--- config.mk ---
export PLATFORM = sky130hd
export DESIGN_NAME = pipeline_ctrl
export DESIGN_NICKNAME = d
export VERILOG_FILES = /design/src/rtl/riscv_structures.sv /design/src/rtl/hazard_match.sv /design/src/rtl/pipeline_ctrl.sv
export SDC_FILE = /design/constraint.sdc
export NUM_CORES = 1
export LEC_CHECK = 0
export ABC_AREA = 1
export ABC_CLOCK_PERIOD_IN_PS = 2200
export CAP_MARGIN = 20
export CORE_ASPECT_RATIO = 1.75
export CORE_MARGIN = 5
export CORE_UTILIZATION = 32
export DETAILED_ROUTE_END_ITERATION = 7
export DONT_BUFFER_PORTS = 1
export GPL_ROUTABILITY_DRIVEN = 0
export HOLD_SLACK_MARGIN = 0.15
export PLACE_DENSITY = 0.46
export SYNTH_ARGS = -nofsm -noshare
export SYNTH_HDL_FRONTEND = slang
export SYNTH_SLANG_ARGS = --single-unit
--- constraint.sdc ---
create_clock -name clk -period 2.2 [get_ports clk]
set_clock_uncertainty 0.2 [all_clocks]
set_input_delay 0.44 -clock clk [delete_from_list [all_inputs] [get_ports clk]]
set_output_delay 0.44 -clock clk [all_outputs]
set_load 0.01 [all_outputs]
--- src/rtl/riscv_structures.sv ---
// Shared pipeline-control types and constants.
//   fwd_sel_e    : execute operand source select (register file / mem-stage / wb)
//   ctrl_state_e : pipeline controller sequencing states
//   pick_fwd()   : nearest-producer forwarding priority for one source operand
package riscv_structures;

  localparam int REG_ADDR_W  = 5;
  localparam int FLUSH_CNT_W = 3;

  // Source operand indices
  localparam int NUM_SRC  = 2;
  localparam int SRC_RS1  = 0;
  localparam int SRC_RS2  = 1;

  // Producer stage indices
  localparam int NUM_PROD = 3;
  localparam int PROD_EX  = 0;
  localparam int PROD_MEM = 1;
  localparam int PROD_WB  = 2;

  typedef enum logic [1:0] {
    FWD_RF  = 2'b00,  // operand from register file
    FWD_MEM = 2'b01,  // result now sitting in the memory stage
    FWD_WB  = 2'b10   // result now sitting in writeback
  } fwd_sel_e;

  typedef enum logic [1:0] {
    RUN        = 2'b00,
    LOAD_STALL = 2'b01,
    FLUSH      = 2'b10
  } ctrl_state_e;

  // The instruction currently in EX is the nearest producer: when it is an
  // ALU op its result will be in MEM next cycle. A load in EX cannot be
  // forwarded (that case is a load-use stall), so fall through to MEM.
  function automatic fwd_sel_e pick_fwd(input logic hit_ex,
                                        input logic ex_is_load,
                                        input logic hit_mem);
    if (hit_ex && !ex_is_load) begin
      return FWD_MEM;
    end else if (hit_mem) begin
      return FWD_WB;
    end
    return FWD_RF;
  endfunction

endpackage

--- src/rtl/hazard_match.sv ---
// Combinational RAW match of one decode source against one producer stage.
// Ports:
//   id_valid   in  decode holds a valid instruction
//   src_used   in  the source register is actually read
//   src_reg    in  source register index
//   prod_write in  producer writes the register file
//   prod_rd    in  producer destination index
//   hit        out dependency exists (x0 never matches)
module hazard_match
  import riscv_structures::*;
(
  input  logic                  id_valid,
  input  logic                  src_used,
  input  logic [REG_ADDR_W-1:0] src_reg,
  input  logic                  prod_write,
  input  logic [REG_ADDR_W-1:0] prod_rd,
  output logic                  hit
);

  assign hit = id_valid && src_used && prod_write &&
               (prod_rd != '0) && (prod_rd == src_reg);

endmodule

--- src/rtl/pipeline_ctrl.sv ---
// Hazard / flush controller for a 5-stage in-order pipeline.
// Produces stall and flush strobes combinationally from the current state and
// the decode/producer fields, registers the execute forwarding selects, and
// keeps a saturating count of stall cycles.
//
// Build option: PIPELINE_CTRL_FORWARDING_EN
//   defined   : EX/MEM forwarding; only a load-use dependency stalls (one
//               cycle, followed by a LOAD_STALL cycle).
//   undefined : no forwarding; any dependency on EX/MEM/WB stalls for as long
//               as it persists, and the forwarding selects stay at 00.
//
// Ports:
//   clk, rst_n                   clock, asynchronous active-low reset
//   id_valid, id_rs1/2, id_uses_rs1/2   decode-stage operand info
//   ex_rd, ex_reg_write, ex_mem_read    execute-stage producer
//   mem_rd, mem_reg_write               memory-stage producer
//   wb_rd, wb_reg_write                 writeback-stage producer
//   branch_taken                        execute redirect
//   stall_if, stall_id                  hold PC / decode register
//   flush_id, flush_ex                  squash decode / bubble into execute
//   fwd_rs1_sel, fwd_rs2_sel            registered execute operand selects
//   stall_cnt                           saturating stall-cycle count
module pipeline_ctrl
  import riscv_structures::*;
#(
  parameter int FLUSH_CYCLES = 2,
  parameter int CNT_W        = 16
) (
  input  logic             clk,
  input  logic             rst_n,
  input  logic             id_valid,
  input  logic [4:0]       id_rs1,
  input  logic [4:0]       id_rs2,
  input  logic             id_uses_rs1,
  input  logic             id_uses_rs2,
  input  logic [4:0]       ex_rd,
  input  logic             ex_reg_write,
  input  logic             ex_mem_read,
  input  logic [4:0]       mem_rd,
  input  logic             mem_reg_write,
  input  logic [4:0]       wb_rd,
  input  logic             wb_reg_write,
  input  logic             branch_taken,
  output logic             stall_if,
  output logic             stall_id,
  output logic             flush_id,
  output logic             flush_ex,
  output logic [1:0]       fwd_rs1_sel,
  output logic [1:0]       fwd_rs2_sel,
  output logic [CNT_W-1:0] stall_cnt
);

  // Branch cycle itself is the first bubble; FLUSH covers the remainder.
  localparam logic [FLUSH_CNT_W-1:0] FLUSH_LOAD = FLUSH_CNT_W'(FLUSH_CYCLES - 1);
  localparam ctrl_state_e BRANCH_STATE = (FLUSH_CYCLES == 1) ? RUN : FLUSH;

  // ---------------------------------------------------------------- matching
  logic [REG_ADDR_W-1:0] src_reg    [NUM_SRC];
  logic                  src_used   [NUM_SRC];
  logic [REG_ADDR_W-1:0] prod_rd    [NUM_PROD];
  logic                  prod_write [NUM_PROD];
  logic                  hit        [NUM_SRC][NUM_PROD];

  assign src_reg[SRC_RS1]     = id_rs1;
  assign src_reg[SRC_RS2]     = id_rs2;
  assign src_used[SRC_RS1]    = id_uses_rs1;
  assign src_used[SRC_RS2]    = id_uses_rs2;
  assign prod_rd[PROD_EX]     = ex_rd;
  assign prod_rd[PROD_MEM]    = mem_rd;
  assign prod_rd[PROD_WB]     = wb_rd;
  assign prod_write[PROD_EX]  = ex_reg_write;
  assign prod_write[PROD_MEM] = mem_reg_write;
  assign prod_write[PROD_WB]  = wb_reg_write;

  genvar gi, gj;
  generate
    for (gi = 0; gi < NUM_SRC; gi++) begin : g_src
      for (gj = 0; gj < NUM_PROD; gj++) begin : g_prod
        hazard_match u_match (
          .id_valid  (id_valid),
          .src_used  (src_used[gi]),
          .src_reg   (src_reg[gi]),
          .prod_write(prod_write[gj]),
          .prod_rd   (prod_rd[gj]),
          .hit       (hit[gi][gj])
        );
      end
    end
  endgenerate

  logic        hit_ex_any;
  logic        stall_req;
  ctrl_state_e stall_state;

  assign hit_ex_any = hit[SRC_RS1][PROD_EX] | hit[SRC_RS2][PROD_EX];

`ifdef PIPELINE_CTRL_FORWARDING_EN
  // WB results are assumed written through the register file in time.
  logic unused_wb_hits;
  assign unused_wb_hits = hit[SRC_RS1][PROD_WB] | hit[SRC_RS2][PROD_WB];
  assign stall_req      = hit_ex_any & ex_mem_read;
  assign stall_state    = LOAD_STALL;
`else
  logic unused_ex_mem_read;
  assign unused_ex_mem_read = ex_mem_read;
  assign stall_req   = hit_ex_any |
                       hit[SRC_RS1][PROD_MEM] | hit[SRC_RS2][PROD_MEM] |
                       hit[SRC_RS1][PROD_WB]  | hit[SRC_RS2][PROD_WB];
  assign stall_state = RUN;
`endif

  // --------------------------------------------------------------- control
  ctrl_state_e             state_reg, state_next;
  logic [FLUSH_CNT_W-1:0]  cnt_reg,   cnt_next;

  always_comb begin
    stall_if   = 1'b0;
    stall_id   = 1'b0;
    flush_id   = 1'b0;
    flush_ex   = 1'b0;
    state_next = state_reg;
    cnt_next   = cnt_reg;
    unique case (state_reg)
      FLUSH: begin
        // Redirects arriving while already flushing are ignored.
        flush_id = 1'b1;
        flush_ex = 1'b1;
        if (cnt_reg <= FLUSH_CNT_W'(1)) begin
          cnt_next   = '0;
          state_next = RUN;
        end else begin
          cnt_next = cnt_reg - FLUSH_CNT_W'(1);
        end
      end
      LOAD_STALL: begin
        if (branch_taken) begin
          flush_id   = 1'b1;
          flush_ex   = 1'b1;
          cnt_next   = FLUSH_LOAD;
          state_next = BRANCH_STATE;
        end else begin
          state_next = RUN;
        end
      end
      default: begin
        if (branch_taken) begin
          flush_id   = 1'b1;
          flush_ex   = 1'b1;
          cnt_next   = FLUSH_LOAD;
          state_next = BRANCH_STATE;
        end else if (stall_req) begin
          stall_if   = 1'b1;
          stall_id   = 1'b1;
          flush_ex   = 1'b1;
          state_next = stall_state;
        end
      end
    endcase
  end

  // ------------------------------------------------------------ forwarding
  fwd_sel_e fwd_next [NUM_SRC];

  generate
    for (gi = 0; gi < NUM_SRC; gi++) begin : g_fwd
`ifdef PIPELINE_CTRL_FORWARDING_EN
      // A bubble or a held decode must not carry a stale select into EX.
      assign fwd_next[gi] = (flush_ex || stall_id) ? FWD_RF :
                            pick_fwd(hit[gi][PROD_EX], ex_mem_read,
                                     hit[gi][PROD_MEM]);
`else
      assign fwd_next[gi] = FWD_RF;
`endif
    end
  endgenerate

  // ------------------------------------------------------------- registers
  fwd_sel_e         fwd_rs1_reg, fwd_rs2_reg;
  logic [CNT_W-1:0] stall_cnt_reg;

  always_ff @(posedge clk or negedge rst_n) begin
    if (!rst_n) begin
      state_reg     <= RUN;
      cnt_reg       <= '0;
      fwd_rs1_reg   <= FWD_RF;
      fwd_rs2_reg   <= FWD_RF;
      stall_cnt_reg <= '0;
    end else begin
      state_reg   <= state_next;
      cnt_reg     <= cnt_next;
      fwd_rs1_reg <= fwd_next[SRC_RS1];
      fwd_rs2_reg <= fwd_next[SRC_RS2];
      if (stall_id && (stall_cnt_reg != '1)) begin
        stall_cnt_reg <= stall_cnt_reg + CNT_W'(1);
      end
    end
  end

  assign fwd_rs1_sel = fwd_rs1_reg;
  assign fwd_rs2_sel = fwd_rs2_reg;
  assign stall_cnt   = stall_cnt_reg;

endmodule

== Word level (Yosys, flattened, before mapping) ==
Index checks and enable logic that the tools add are counted.

* Add/subtract/negate cells: 2
* Order comparisons: 1
* Equality and inequality tests: 10
* Muxes and demuxes: 15
* Bitwise operators: 5
* Reduce and logical (&&, ||, !) cells: 28

{| class="wikitable"
|+ Operators by type and width
! cell !! count
|-
| equality test 5 bit || 6
|-
| logical AND 1 bit || 21
|-
| adder 16 x 1 -> 16 bit, second input constant || 1
|-
| inequality test 16 bit, second input constant || 1
|-
| nonzero test 5 bit || 3
|-
| 2-to-1 mux 3 bit || 3
|-
| 2-to-1 mux 2 bit || 4
|-
| 2-to-1 mux 1 bit || 6
|-
| bitwise OR 1 bit || 5
|-
| one-hot mux 2 bit (2 select lines) || 1
|-
| nonzero test 4 bit || 1
|-
| less-or-equal comparator 3 x 1 -> 1 bit, second input constant || 1
|-
| subtractor 3 x 1 -> 3 bit, second input constant || 1
|-
| equality test 2 x 1 -> 1 bit, second input constant || 1
|-
| equality test 2 bit, second input constant || 1
|-
| inequality test 2 bit, second input constant || 1
|-
| one-hot mux 1 bit (2 select lines) || 1
|-
| AND reduction 2 bit || 1
|-
| nonzero test 2 bit || 1
|-
| OR reduction 2 bit || 1
|}

* Register bits: 21
* Input port bits: 35
* Output and inout port bits: 24
* Word-level logic and storage cells: 64

== Longest topological paths before layout ==
* Depth after elaboration: 13
* Gate-level depth with buffers: 12
* Gate-level depth less buffers: 11

== Hierarchy ==
Synthesis repeated with hierarchy kept, for this count alone.

* Cell total of the unflattened synthesis: 391
* Area, all modules: 2150.8 um^2

{| class="wikitable"
|+ By module, submodules not included
! module !! times used !! cells each !! area each (um^2) !! seq. area each (um^2)
|-
| pipeline_ctrl || 1 || 193 || 1377.6 || 500.5
|-
| hazard_match || 6 || 33 || 128.9 || 0.0
|}

== Least setup slack after synthesis ==
Ideal clock, no wire load.

* Path type: input -> output
* Start: input id_uses_rs2
* End: output stall_if
* Data arrival time: 1.522 ns
* Data required time: 1.560 ns
* Path slack: 0.038 ns
* Cell stages on the path: 12
* Path buffers: 2
* Path through: nand2_1 inv_2 nand2_1 nor2_1 nand3_1 nand2_1 nand2_1 nand3_2 buf_2 nand2_1 inv_1 buf_4

* Cells in the longest elaborated chain, start to end: 12
* Elaborated cells between the ends (all ways): 18
* Classes of those cells: mux (3); bitwise (5); reduce/logical (10)

{| class="wikitable"
|+ RTL lines
! element !! line !! source
|-
| from (decl) || pipeline_ctrl.sv:35 || <nowiki>input logic id_uses_rs2,</nowiki>
|-
| logical AND 1 bit * || hazard_match.sv:20 || <nowiki>assign hit = id_valid && src_used && prod_write &&</nowiki>
|-
| logical AND 1 bit (2 in a row) || hazard_match.sv:20 ||
|-
| logical AND 1 bit || hazard_match.sv:21 || <nowiki>(prod_rd != '0) && (prod_rd == src_reg);</nowiki>
|-
| bitwise OR 1 bit || pipeline_ctrl.sv:95 || <nowiki>assign hit_ex_any = hit[SRC_RS1][PROD_EX] | hit[SRC_RS2][PROD_EX];</nowiki>
|-
| bitwise OR 1 bit || pipeline_ctrl.sv:106 || <nowiki>assign stall_req = hit_ex_any |</nowiki>
|-
| bitwise OR 1 bit (2 in a row) || pipeline_ctrl.sv:107 || <nowiki>hit[SRC_RS1][PROD_MEM] | hit[SRC_RS2][PROD_MEM] |</nowiki>
|-
| bitwise OR 1 bit * || pipeline_ctrl.sv:108 || <nowiki>hit[SRC_RS1][PROD_WB] | hit[SRC_RS2][PROD_WB];</nowiki>
|-
| 2-to-1 mux 1 bit * (3 in a row) || -- ||
|-
| to (decl) || pipeline_ctrl.sv:44 || <nowiki>output logic stall_if,</nowiki>
|}

Every way passes the cells marked *; elsewhere a longest branch is shown, timed or not.

== Worst setup path after layout ==
* Start: input id_uses_rs2
* End: output stall_id

* Cells in the longest elaborated chain, start to end: 12
* Elaborated cells between the ends (all ways): 18
* Classes of those cells: mux (3); bitwise (5); reduce/logical (10)

{| class="wikitable"
|+ RTL lines
! element !! line !! source
|-
| logical AND 1 bit * || hazard_match.sv:20 ||
|-
| logical AND 1 bit (2 in a row) || hazard_match.sv:20 ||
|-
| logical AND 1 bit || hazard_match.sv:21 ||
|-
| bitwise OR 1 bit || pipeline_ctrl.sv:95 ||
|-
| bitwise OR 1 bit || pipeline_ctrl.sv:106 ||
|-
| bitwise OR 1 bit (2 in a row) || pipeline_ctrl.sv:107 ||
|-
| bitwise OR 1 bit * || pipeline_ctrl.sv:108 ||
|-
| 2-to-1 mux 1 bit * || pipeline_ctrl.sv:151 || <nowiki>end else if (stall_req) begin</nowiki>
|-
| 2-to-1 mux 1 bit * || pipeline_ctrl.sv:146 || <nowiki>if (branch_taken) begin</nowiki>
|-
| 2-to-1 mux 1 bit * || pipeline_ctrl.sv:123 || <nowiki>unique case (state_reg)</nowiki>
|-
| to (decl) || pipeline_ctrl.sv:45 || <nowiki>output logic stall_id,</nowiki>
|}

Marks and branches as above.

==> results.tsv <==
metric	value	unit
status	complete, no violations	
hold_path_class	in -> async	
ys_types	28	
clock_latency	0.27	ns
wl_per_cell	15.29	um
core_area	5833	um2
synth_seq_cells	20	
finalCriticalPeriod	2.059	ns
crit_arrival	1.42	ns
postSynthAreaPerCell	6.019	um2
cp-start-kind	input pin	
dieArea	7668	um2
period_share	93.59	%
ys_warn_count	0	
cts_max_level	1	
critical_path_required	1.56	ns
tritoncts.num_buffers	3	
diodes	0	
fill_cells	680	
crit_path_max_fanout	3	
grt_pass1_vias	1980	
setup_viol	0	
grt_usage	16.73	%
synth_area	1908	um2
fp.dieW	68.37	um
critical_path_class	in -> out	
endpoint_kind	primary output	
nets	369	
cap_viol_max_count	0	
clk_pin_slew	0.08	ns
clock_sinks	20	
cts_buffer_depth	2	
drt-vias-per-instance	4.752	
area_delta_synth_final	12.92	%
hold_violations	0	
final_cell_mix	nand2_1 (138), inv_1 (33), nor2_1 (26), dfrtp_1 (20), nand4_1 (18)	
drc	0	
seq_area_frac_synth	26.23	%
grt_antenna_before_repair	0	
synth_area_leaders	nand2_1 (27%), dfrtp_1 (26%), inv_1 (6.7%)	
rsz0062_at_grt	false	
globalRoute.totalOverflow	0	
layout_commonest_cell	nand2_1	
finalSetupTns	0	ns
vias	1939	
fp-row-count	37	
power_density	574.6	nW/um2
synth_top_area_share	27.15	%
drt_wl_total	6240	um
drive_gt1_share	11.21	%
power_leakage	1.190	nW
postRouteAntennaNets	0	
max_freq	485.7	MHz
root_buffer	clkbuf_8	
drt_iter0_drc	85	
postCtsSetupBuffers	0	
start_util	32.71	%
synth_top_cell_by_area	nand2_1	
grt_max_degree	21	
port-buffer-count	0	
cts_tree	built	
drv_slew	0	
pin_count	59	
vdd_ir_drop_max	644.4	uV
placed_area	2048	um2
dr.pass1.iters	4	
grt_pass1_wl	9563	um
finalInstanceArea	2155	um2
dp_hpwl	5152	um
die_h	112.2	um
synthCells	317	
largest_reg_flops	16	
layout make-up:
class / count / area (um2) / area share, %
multi-input cells: 248 / 1201 / 55.75
flip-flops and latches: 20 / 500.5 / 23.23
inverters: 43 / 161.4 / 7.491
repair buffers: 15 / 122.6 / 5.691
well taps: 78 / 97.59 / 4.530
clock buffers: 3 / 41.29 / 1.916
clock inverters: 1 / 30.03 / 1.394
stage by stage:
step / power [W] / hold slack (ns) / instances / util (%) / setup slack, ns
6_report: 0.001238 / 0.1999 / 408 / 36.94 / 0.1409
5_1_grt: 0.001317 / 0.1934 / 408 / 36.94 / 0.003078
4_1_cts: 0.001248 / 0.2435 / 406 / 36.51 / 0.05353
3_5_place_dp: 0.0008545 / -0.05492 / 401 / 35.11 / 0.05514
3_3_place_gp: 0.0008509 / -0.05495 / 401 / 35.11 / 0.07049
2_1_floorplan: 0.0007398 / -0.05559 / 320 / - / 0.03847
report_power, final:
group | internal (W) | switching, W | total, W
logic | 0.000159 | 0.000248 | 0.000407
registers | 0.000415 | 0.0000331 | 0.000448
clock network | 0.000243 | 0.000139 | 0.000382
worst paths after layout:
path | from | endpoint | slack (ns) | cells past startpoint
setup / recovery | id_uses_rs2 | stall_id | 0.14 | 10
hold / removal | rst_n | stall_cnt[4] | 0.20 | 1
setup reg to reg | stall_cnt[0] | stall_cnt[0] | 0.15 | 9
hold reg to reg | state_reg[1] | state_reg[1] | 0.30 | 1
max in group asynchronous | rst_n | stall_cnt[7] | 1.23 | 2
min in group clk | branch_taken | state_reg[1] | 0.22 | 2
repair_timing:
item	CTS	global route
hold buffers	1	0
endpoints found under the hold margin	20	0
endpoints found under the setup margin	0	17
gates resized for setup	0	1
cells by family after synthesis:
logic type                 synth area share (%)
buffers and inverters                     11.93
xor gates and xnor gates                  6.426
DFF                                       26.23
AOI/OAI and AO/OA                         3.410
adders and majority gates                 1.967
and+or+nand+nor                           49.84
other                                    0.1965
metal layers:
metal / vias to the layer above / wire length (um) / GRT usage (%)
met2: 58 / 3700 / 33.70
met1: 860 / 1899 / 14.40
met4: 0 / 250 / 7.968
met5: - / 0 / 0
li1: 1008 / - / -
met3: 13 / 389 / 3.003
worst max-delay path, stage by stage:
cell and delay, ns:
nand2_1 0.05, inv_2 0.07, nand2_1 0.05, nor2_1 0.24, nand3_1 0.11, nand2_1 0.07
nand2_1 0.09, nand3_2 0.11, nand2_1 0.07, inv_2 0.12
synth_stat cells (all sizes together):
master    n
xnor2     8
nand4    18
nor3      9
o21ai     6
conb      1
o32ai     2
nand2   139
ha        3
nand3    21
nor2     27
xor2      6
inv      43
dfrtp    20
clkbuf    2
o21bai    1
and2      1
a21oi     2
buf       8
(Power assumes the default switching activity.)
